<file path="src/rtl/aes_spi_framer.sv">
// aes_spi_framer: frames SPI bytes into AES load operations. It collects a
// command byte and 16 data bytes, issues one load to the AES core, tracks the
// core's busy handshake, and returns the 128-bit result one byte at a time.
module aes_spi_framer #(
  parameter int unsigned TIMEOUT = 64,
  parameter logic [7:0]  CMD_ENC = 8'h45,
  parameter logic [7:0]  CMD_DEC = 8'h44
) (
  input  logic         clk,
  input  logic         rst,
  input  logic         frame_i,
  input  logic [7:0]   rx_byte_i,
  input  logic         rx_valid_i,
  input  logic         tx_next_i,
  output logic [7:0]   tx_byte_o,
  output logic         aes_load_o,
  output logic         aes_dec_o,
  output logic [127:0] aes_data_o,
  input  logic [127:0] aes_data_i,
  input  logic         aes_busy_i,
  output logic         result_valid_o,
  output logic         err_o
);

  localparam int unsigned TW = $clog2(TIMEOUT + 1);

  typedef enum logic [2:0] {
    S_CMD, S_DATA, S_DROP, S_LOAD, S_WAIT, S_RUN, S_OUT
  } state_e;

  state_e         state_q, state_d;
  logic [3:0]     cnt_q, cnt_d;
  logic [TW-1:0]  to_q, to_d;
  logic [127:0]   data_q, data_d;
  logic [127:0]   res_q, res_d;
  logic [3:0]     idx_q, idx_d;
  logic           dec_q, dec_d;
  logic           err_q, err_d;
  logic           rv_q, rv_d;
  logic [7:0]     tx_q, tx_d;
  logic [7:0]     res_byte;
  logic           to_hit;

  // Index 0 selects the most significant byte of the result.
  assign res_byte = res_d[{~idx_d, 3'b000} +: 8];
  assign to_hit   = (to_q == TW'(TIMEOUT - 1));

  // Next-state logic for the framing FSM and its datapath registers.
  always_comb begin
    state_d = state_q;
    cnt_d   = cnt_q;
    to_d    = to_q;
    data_d  = data_q;
    res_d   = res_q;
    idx_d   = idx_q;
    dec_d   = dec_q;
    err_d   = err_q;
    rv_d    = rv_q;
    case (state_q)
      S_CMD: begin
        if (!frame_i) begin
          cnt_d = '0;
        end else if (rx_valid_i) begin
          if (rx_byte_i == CMD_ENC || rx_byte_i == CMD_DEC) begin
            dec_d   = (rx_byte_i == CMD_DEC);
            err_d   = 1'b0;
            cnt_d   = '0;
            state_d = S_DATA;
          end else begin
            err_d   = 1'b1;
            state_d = S_DROP;
          end
        end
      end
      S_DATA: begin
        if (!frame_i) begin
          // Frame ended before all 16 data bytes arrived.
          err_d   = 1'b1;
          cnt_d   = '0;
          state_d = S_CMD;
        end else if (rx_valid_i) begin
          data_d = {data_q[119:0], rx_byte_i};
          cnt_d  = cnt_q + 4'd1;
          if (cnt_q == 4'd15) state_d = S_LOAD;
        end
      end
      S_DROP: begin
        if (!frame_i) begin
          cnt_d   = '0;
          state_d = S_CMD;
        end
      end
      S_LOAD: begin
        // The load cycle itself counts as the first timeout cycle.
        to_d    = TW'(1);
        state_d = S_WAIT;
      end
      S_WAIT: begin
        to_d = to_q + TW'(1);
        if (aes_busy_i) begin
          state_d = S_RUN;
        end else if (to_hit) begin
          err_d   = 1'b1;
          rv_d    = 1'b0;
          state_d = S_CMD;
        end
      end
      S_RUN: begin
        to_d = to_q + TW'(1);
        // A completing core wins over a coincident timeout.
        if (!aes_busy_i) begin
          res_d   = aes_data_i;
          rv_d    = 1'b1;
          idx_d   = '0;
          state_d = S_OUT;
        end else if (to_hit) begin
          err_d   = 1'b1;
          rv_d    = 1'b0;
          state_d = S_CMD;
        end
      end
      S_OUT: begin
        if (tx_next_i) begin
          if (idx_q == 4'd15) begin
            rv_d    = 1'b0;
            state_d = S_CMD;
          end else begin
            idx_d = idx_q + 4'd1;
          end
        end
      end
      default: state_d = S_CMD;
    endcase
    // The transmit byte is registered from next-state values, so it always
    // matches the state and flags visible in the same cycle.
    if (state_d == S_OUT) tx_d = res_byte;
    else tx_d = {6'b0, err_d, (state_d == S_WAIT) || (state_d == S_RUN)};
  end

  // State and datapath registers with synchronous reset.
  always_ff @(posedge clk) begin
    if (rst) begin
      state_q <= S_CMD;
      cnt_q   <= '0;
      to_q    <= '0;
      data_q  <= '0;
      res_q   <= '0;
      idx_q   <= '0;
      dec_q   <= 1'b0;
      err_q   <= 1'b0;
      rv_q    <= 1'b0;
      tx_q    <= 8'h00;
    end else begin
      state_q <= state_d;
      cnt_q   <= cnt_d;
      to_q    <= to_d;
      data_q  <= data_d;
      res_q   <= res_d;
      idx_q   <= idx_d;
      dec_q   <= dec_d;
      err_q   <= err_d;
      rv_q    <= rv_d;
      tx_q    <= tx_d;
    end
  end

  assign aes_load_o     = (state_q == S_LOAD);
  assign aes_dec_o      = dec_q;
  assign aes_data_o     = data_q;
  assign result_valid_o = rv_q;
  assign err_o          = err_q;
  assign tx_byte_o      = tx_q;

endmodule

</file>
<file path="config.mk">
export PLATFORM = sky130hd
export DESIGN_NAME = aes_spi_framer
export DESIGN_NICKNAME = d
export VERILOG_FILES = /design/src/rtl/aes_spi_framer.sv
export SDC_FILE = /design/constraint.sdc
export NUM_CORES = 1
export LEC_CHECK = 0
export ABC_AREA = 0
export BUFFER_PORTS_ARGS = -buffer_cell sky130_fd_sc_hd__buf_2
export CELL_PAD_IN_SITES_DETAIL_PLACEMENT = 0
export CELL_PAD_IN_SITES_GLOBAL_PLACEMENT = 2
export CORE_ASPECT_RATIO = 1.25
export CORE_MARGIN = 5
export CORE_UTILIZATION = 32
export DETAILED_ROUTE_END_ITERATION = 16
export PLACE_DENSITY = 0.95
export SKIP_CTS_REPAIR_TIMING = 1
export SYNTH_ARGS = -nofsm -noshare
export SYNTH_HDL_FRONTEND = slang
export SYNTH_SLANG_ARGS = --single-unit
</file>
<file path="constraint.sdc">
create_clock -name clk -period 5 [get_ports clk]
set_input_delay 0.25 -clock clk [delete_from_list [all_inputs] [get_ports clk]]
set_output_delay 0.25 -clock clk [all_outputs]
set_load 0.02 [all_outputs]
</file>
# ---- Yosys cells after proc, flatten, opt, wreduce, memory -nomap -nowiden
# Cells that the tools add are included.
dict set report totals {
  ff_bits 285
  inputBits 142
  output_inout_bits 140
  word_cells 92
}
dict set report classes {
  add_sub_neg 3
  n_eq_ne 21
  shifts 1
  n_mux 42
  bitwise 2
  reduce_logical 12
}
# cell n
set ops {}
lappend ops {{two-way mux 128 bit} 2}
lappend ops {{variable part select 128 x 8 -> 8 bit} 1}
lappend ops {{two-way mux 4 bit} 9}
lappend ops {{two-way mux 3 bit} 11}
lappend ops {{case mux 3 bit (7 select lines)} 1}
lappend ops {{== test 3 bit, second input constant} 6}
lappend ops {{== test 8 x 7 -> 1 bit, second input constant} 2}
lappend ops {{case mux 7 bit (2 select lines)} 1}
lappend ops {{two-way mux 1 bit} 12}
lappend ops {{case mux 4 bit (3 select lines)} 1}
lappend ops {{inequality test 3 bit, second input constant} 3}
lappend ops {{adder 4 x 1 -> 4 bit, second input constant} 2}
lappend ops {{== test 4 bit, second input constant} 2}
lappend ops {{inequality test 2 bit, second input constant} 4}
lappend ops {{case mux 4 bit (2 select lines)} 1}
lappend ops {{AND reduction 4 bit} 2}
lappend ops {{adder 7 x 1 -> 7 bit, second input constant} 1}
lappend ops {{== test 7 x 6 -> 1 bit, second input constant} 1}
lappend ops {{== test 3 x 2 -> 1 bit, second input constant} 2}
lappend ops {{nonzero test 3 bit} 2}
lappend ops {{AND reduction 5 bit} 1}
lappend ops {{two-way mux 2 bit} 2}
lappend ops {{NOT 4 bit} 1}
lappend ops {{case mux 1 bit (4 select lines)} 1}
lappend ops {{8 further kinds} 10}

# ---- Logic depth before layout (Yosys ltp)
# Gate-level depths: netlist (run 1).
dict set report logic_depth {
  ltp_word 9
  depth_mapped 12
  mapped_depth_nobuf 8
}

# ---- Least setup slack after synthesis (run 1)
# No wires, ideal clock.
dict set report synth_timing {
  path_type {register -> register}
  startpoint {register idx_q[0]}
  endpoint {register tx_q[7] (netlist: tx_byte_o[7])}
  setup_ps 133
  arrival_time_ps 2240
  slack_ps 2627
  path_stages_with_launch 12
  period_less_slack_ps 2373
  cell_sequence {dfxtp_1 > ha_1 > and3_1 > clkbuf_1 > nor3_2 > or2_1 > buf_6 > buf_6 > o211ai_1 > a22o_1 > o41ai_1 > a21oi_1}
}
dict set report synth_via {
  elab_chain_len 7
  word_cells_on_any_way 14
}
# element line
set synth_lines {}
lappend synth_lines {{from (decl)} 36} ;# logic [3:0] idx_q, idx_d;
lappend synth_lines {{from (signal assigned)} 159} ;# idx_q <= idx_d;
lappend synth_lines {{parallel branches: the longest is 7 deep, another holds adder 4 x 1 -> 4 bit} --}
lappend synth_lines {{to (signal assigned)} 163} ;# tx_q <= tx_d;
lappend synth_lines {{to (decl)} 40} ;# logic [7:0] tx_q, tx_d;
# Several ways; the timed one is not identified.
# A chain may end at the register's enable or synchronous reset.

# ---- Final worst setup path (run 1)
dict set report layout_timing {
  startpoint {register state_q[1]}
  endpoint {register tx_q[5] (netlist: tx_byte_o[5])}
}
dict set report layout_via {
  elab_chain_len 7
  word_cells_on_any_way 26
}
# element line
set layout_lines {}
lappend layout_lines {{from (decl)} 31} ;# state_e state_q, state_d;
lappend layout_lines {{from (signal assigned)} 154} ;# state_q <= state_d;
lappend layout_lines {{parallel branches: the longest is 7 deep, another holds variable part select 128 x 8 -> 8 bit} --}
# Several ways; the timed one is not identified.

==> results of run 1 <==
[worst max-delay path: cells and delay by family, from the launching register on]
| kind | cells | cell delay [ps] |
|---|---|---|
| flip-flops | 1 | 720 |
| AO/OA/AOI/OAI | 5 | 1010 |
| AND/OR/NAND/NOR | 2 | 660 |
| buffers and inverters | 3 | 960 |
[path summary, 6_finish.rpt]
path	startpoint	end	slack (ps)	cells past startpoint
setup / recovery	state_q[1]	tx_byte_o[5]	1490	10
setup reg to reg	state_q[1]	tx_byte_o[5]	1490	10
hold / removal	aes_data_i[120]	res_q[120]	-10	3
hold reg to reg	aes_data_o[121]	aes_data_o[121]	450	2
[cell type report]
| cell class | count | area, um2 | share of cell area [%] |
|---|---|---|---|
| Tap cell | 474 | 593 | 3.89 |
| Clock inverter | 15 | 109 | 0.715 |
| Multi-Input combinational cell | 1091 | 5240 | 34.4 |
| Clock buffer | 41 | 842 | 5.53 |
| Sequential cell | 285 | 5710 | 37.5 |
| Timing Repair Buffer | 414 | 2720 | 17.9 |
| Antenna cell | 1 | 2.50 | 0.0164 |
| Inverter | 5 | 18.8 | 0.123 |
[sequential cells by signal (all words and copies together), names as in the netlist]
signal	flops
aes_data_o	128
aes_dec_o	1
cnt_q	4
err_o	1
idx_q	4
res_q	128
result_valid_o	1
state_q	3
to_q	7
tx_byte_o	8
[report_power, final]
part	switching (uW)	internal (uW)
combinational	81.1	108
sequential	3.22	2270
clock	950	1190
total	1030	3570
[per-layer routing]
metal	share of wire (%)	global-route usage [%]	vias to the layer above
li1	-	-	5709
met1	41	23.0	5268
met2	47	29.9	377
met3	7.7	3.67	67
met4	3.5	6.14	2
met5	0.034	0	-
[through the flow]
stage | std cells | power [uW] | area, um2 | worst slack (ps) | hold WS (ps)
floorplan | 1499 | 2370 | 11400 | 2630 | 346
global placement | 2152 | 2440 | 13100 | 1660 | 441
detailed placement | 2152 | 2440 | 13100 | 1560 | 444
CTS | 2208 | 4590 | 14100 | 1510 | -120
global route | 2325 | 4770 | 15200 | 1170 | 4.19
finish | 2326 | 4600 | 15200 | 1490 | -12.6
[placed cells by master, fill, tap and decap left out, types with 5 or more instances in the layout]
cell,synthesis,routed
nand2_1,579,578
a21oi_1,290,290
dfxtp_1,285,285
buf_2,21,280
dlygate4sd3_1,0,117
clkbuf_16,0,30
nor2_1,28,27
o211ai_1,27,27
o21ai_0,25,24
buf_4,1,15
a211oi_1,14,14
nand3_1,12,12
o21a_1,11,11
a311oi_1,9,9
nor3_1,7,7
clkinv_2,0,7
mux2i_1,6,6
or4_1,6,6
a221oi_1,6,6
a22o_1,6,6
o41ai_1,6,6
clkbuf_1,84,6
clkbuf_8,0,6
inv_1,5,5
clkinvlp_4,0,5
[cells by family (layout without fill, tap and decap cells)]
| kind of cell | after synthesis | count (layout) | share of synthesized area (%) |
|---|---|---|---|
| and+or+nand+nor | 665 | 665 | 23.4 |
| other | 0 | 1 | 0 |
| buffers and inverters | 123 | 475 | 4.63 |
| muxes | 8 | 8 | 0.723 |
| DFF | 285 | 285 | 49.9 |
| xor gates and xnor gates | 2 | 2 | 0.153 |
| adders and majority gates | 3 | 3 | 0.329 |
| AOI/OAI and AO/OA | 413 | 413 | 20.8 |
==> impl_metrics.csv, run 1 <==
group,metric,value,unit
critical_path,critPathArrivalTime,3930,ps
synthesis,synth_top_cells_by_area,"dfxtp_1 (50%), nand2_1 (19%), a21oi_1 (13%)",
routing,vias_per_cell,4.91,
floorplan,core-area,35400,um2
routing,firstDrtPassIters,6,
grt,grt_usage,18.0,%
pwr,leakage,0.00568,uW
clock_tree,clkTransAtPathRegs,70,ps
critical_path,path_class,"reg2reg",
routing,drt-initial-drc-count,668,
routing,drc_errors,0,
sta,slew_violations,0,
grt,grt_overflow,0,
synthesis,syn_avg_cell_area,7.62,um2
clock_tree,h-tree-depth,1,
sta,skew,17.9,ps
synthesis,yosysTopAreaCellShare,49.9,%
floorplan,num_io_pins,282,
pwr,ir_drop,0.223,mV
final_layout,drive_above_1_share,19.6,%
synthesis,synth.most_common_cell,"nand2_1",
synthesis,ys_types,58,
flow_run,drv_cap,0,
sta,rsz0062_at_grt,"no",
final_layout,fin_nets,1972,
floorplan,std_cell_rows,77,
final_layout,syn_to_final_growth,33.3,%
routing,ant_nets,0,
pwr,cellPowerDensity,302,nW/um2
routing,routed_wl,38500,um
grt,grt_start_max_net_pins,197,
clock_tree,cts_tree,"yes",
grt,grt_first_pass_wirelength,58400,um
sta,post-route-period-util,70.1,%
run_status,status,"finished with violations",
sta,worst_slew_pin_slew,1060,ps
synthesis,synth_edf_count,0,
synthesis,synth_commonest_cells,"nand2_1 (579), a21oi_1 (290), dfxtp_1 (285)",
synthesis,synth_nets,1644,
critical_path,end_kind,"flip-flop",
critical_path,worstPathRequired,5430,ps
critical_path,crit_slowest_cell,"dfxtp_1",
synthesis,synth-async-reset-ratio,0,%
critical_path,crit_fanout,33,
synthesis,syn_inst,1499,
final_layout,fillers,3636,
sta,hold_ws,-12.6,ps
sta,timing.final.crit_period,3510,ps
grt,antenna_found_initial,2,
floorplan,die_y,221,um
synthesis,ys_warn_count,0,
synthesis,syn-cell-area,11400,um2
clock_tree,clockBufferDepth,3,
critical_path,slowest_delay,720,ps
grt,grt_pass1_vias,10700,
critical_path,cp_common_cell,"buf_4",
routing,wl_per_cell,16.6,um
critical_path,crit_path_start_kind,"flip-flop",
clock_tree,cts_num_sinks,285,
synthesis,yosysTopAreaCell,"dfxtp_1",
run_status,violations,"negative hold slack",
synthesis,ys_seq_area_share,49.9,%
placed_design,gp_congestion,0.906,
sta,hold_viol,7,
sta,fmax,285,MHz
clock_tree,numCtsBuffers,30,
final_layout,finish.utilization,43.1,%
clock_tree,cts_root_buffer,"clkbuf_16",
sta,slew_headroom,29.4,%
placed_design,dp_hpwl,27000,um
critical_path,crit_chain,"nor4bb_4 -> buf_4 -> a211oi_4 -> buf_4 -> or2_2 -> buf_4 -> o211ai_1 -> a22o_1 -> o41ai_1 -> a21oi_1",
min_path,hp-class,"in2reg",
sta,tns,0,ps
placed_design,io_buffers,281,
clock_tree,worstSkewPairLatency,570,ps
routing,vias,11400,
sta,setup_violations,0,
floorplan,die_w,179,um
floorplan,initial_utilization,32.3,%
synthesis,ys_ff_latch,285,
synthesis,synth-main-ff-cell,"dfxtp_1",
floorplan,die_area,39600,um2
Note: power is estimated with default switching activity, not from simulation.
==> run 2: changes to the inputs <==
CORE_UTILIZATION = 30   (was 32)
PLACE_DENSITY = 0.92   (was 0.95)
clock period = 3.4 ns   (was 5 ns; I/O delays follow)
==> run 2 against run 1 <==
  * The flow now finishes without violations
  * Combinational power is 61% higher
  * Utilization is 2.0 points lower
  * Register-to-register slack worse by 1000 ps
  * Critical path type unchanged
  * Largest cell class unchanged
==> impl_metrics.csv, run 2 (same netlist as run 1, synthesis figures left out) <==
group,metric,value,unit
critical_path,startpoint,"state_q[1]",
sta,skew,9.19,ps
final_layout,fillers,3907,
clock_tree,numCtsBuffers,29,
critical_path,crit_buf_inv,0,
grt,grt_usage,17.4,%
routing,wl_per_cell,16.8,um
sta,setup_violations,0,
sta,post-route-period-util,85.4,%
final_layout,syn_to_final_growth,36.4,%
sta,hold_ws,103,ps
min_path,hp-class,"in2reg",
pwr,combPwrFrac,4.4,%
routing,routed-wl-met3,2980,um
critical_path,crit_chain,"and4b_1 -> and4b_1 -> nor3_4 -> nor2_1 -> a22o_1 -> o41ai_1 -> a21oi_1",
sta,hold_viol,0,
pwr,ir_drop,0.327,mV
sta,rsz0062_at_grt,"no",
clock_tree,cts_tree,"yes",
floorplan,core-area,37900,um2
floorplan,std_cell_rows,80,
pwr,clkPwrFrac,47.7,%
critical_path,cp_common_cell,"and4b_1",
grt,grt_pass1_vias,10500,
routing,vias,11600,
final_layout,drive_above_1_share,19.7,%
critical_path,r2r_setup_slack,490,ps
pwr,cellPowerDensity,448,nW/um2
flow_run,drv_cap,0,
min_path,min-delay-start,"frame_i",
clock_tree,cts_num_sinks,285,
pwr,leakage,0.00584,uW
pwr,power.switching,1480,uW
sta,worst_slew_pin_slew,1080,ps
routing,routed_wl,39800,um
grt,antenna_found_initial,2,
critical_path,crit_slowest_cell,"nor2_1",
grt,grt_overflow,0,
final_layout,fin_nets,1997,
routing,vias_per_cell,4.90,
critical_path,cpLargestDelayFamily,"simple AND/OR/NAND/NOR gates",
floorplan,num_io_pins,282,
placed_design,gp_congestion,0.851,
clock_tree,worstSkewPairLatency,550,ps
clock_tree,cts_root_buffer,"clkbuf_16",
clock_tree,clkTransAtPathRegs,60,ps
final_layout,final_cell_mix,"nand2_1 (578), a21oi_1 (290), dfxtp_1 (285)",
pwr,p_seq_share,48.0,%
critical_path,timing.rr.start,"state_q[1]",
routing,firstDrtPassIters,5,
sta,slew_headroom,27.8,%
critical_path,critPathArrivalTime,3390,ps
final_layout,final_common_cell,"nand2_1",
routing,wl_met2,19600,um
sta,fmax,344,MHz
critical_path,slowest_delay,730,ps
clock_tree,clockBufferDepth,3,
routing,drt-initial-drc-count,858,
run_status,status,"finished clean",
critical_path,worstPathRequired,3880,ps
placed_design,io_buffers,281,
grt,grt_first_pass_wirelength,59500,um
routing,top_layer,"met5",
pwr,p_int,5500,uW
floorplan,die_area,42100,um2
sta,timing.final.crit_period,2910,ps
critical_path,path_class,"reg2reg",
critical_path,crit_fanout,18,
clock_tree,h-tree-depth,1,
sta,tns,0,ps
critical_path,crit_path_start_kind,"flip-flop",
routing,ant_nets,0,
floorplan,die_y,228,um
grt,grt_start_max_net_pins,156,
floorplan,die_w,185,um
routing,drc_errors,0,
placed_design,dp_hpwl,28200,um
pwr,switching_share,21.2,%
critical_path,end_kind,"flip-flop",
floorplan,initial_utilization,30.1,%
sta,slew_violations,0,
routing,wl_met1,16000,um
-- run 2: changes by cell type in the layout (fill, tap and decap cells not counted), moves of 3 or more --
| cell | delta |
|---|---|
| buf_4 | +3 |
| dlygate4sd3_1 | +19 |
| bufinv_16 | +4 |
| clkinvlp_4 | -3 |
| buf_12 | +4 |
-- run 2: layer usage --
layer	global-route usage [%]	vias to the layer above
met3	3.70	65
met2	30.1	368
met4	5.66	2
li1	-	5758
met5	0	-
met1	21.4	5401
-- run 2: final timing paths --
| kind | end | cells past startpoint |
|---|---|---|
| hold / removal | cnt_q[1] | 4 |
| setup reg to reg | tx_byte_o[5] | 7 |
| hold reg to reg | res_q[121] | 2 |
| setup / recovery | tx_byte_o[5] | 7 |
-- run 2: tightest hold or removal path, stage by stage --
cell	delay [ps]
buf_2	140
a211oi_1	140
nand3_1	90
a21oi_1	60
-- run 2: per-stage QoR --
step                instance area (um2)  util, %  total power, uW  setup slack, ps  std cells
floorplan                         11400        -             3480             1030       1499
global placement                  13200     34.9             3600              632       2177
detailed placement                13200     34.9             3600              505       2177
CTS                               14200     37.5             6970              504       2231
global route                      15600     41.1             7250              263       2368
finish                            15600     41.1             6970              495       2368
-- run 2: final cells by class --
class                   instances  area (um2)  area share (%)
flip-flops and latches        285        5710            36.6
repair buffers                440        3010            19.3
multi-input cells            1091        5240            33.6
clock inverters                15         184            1.18
clock buffers                  39         813            5.22
diodes                          1        2.50          0.0161
well taps                     492         616            3.95
inverters                       5        18.8           0.120
-- run 2: power groups by stage --
stage                     logic, uW  clock network [uW]  registers, uW
after floorplan                62.9                   0           3420
after global placement          179                   0           3420
final                           304                3330           3350
after global routing            331                3570           3340
after CTS                       181                3440           3340
after detailed placement        181                   0           3420
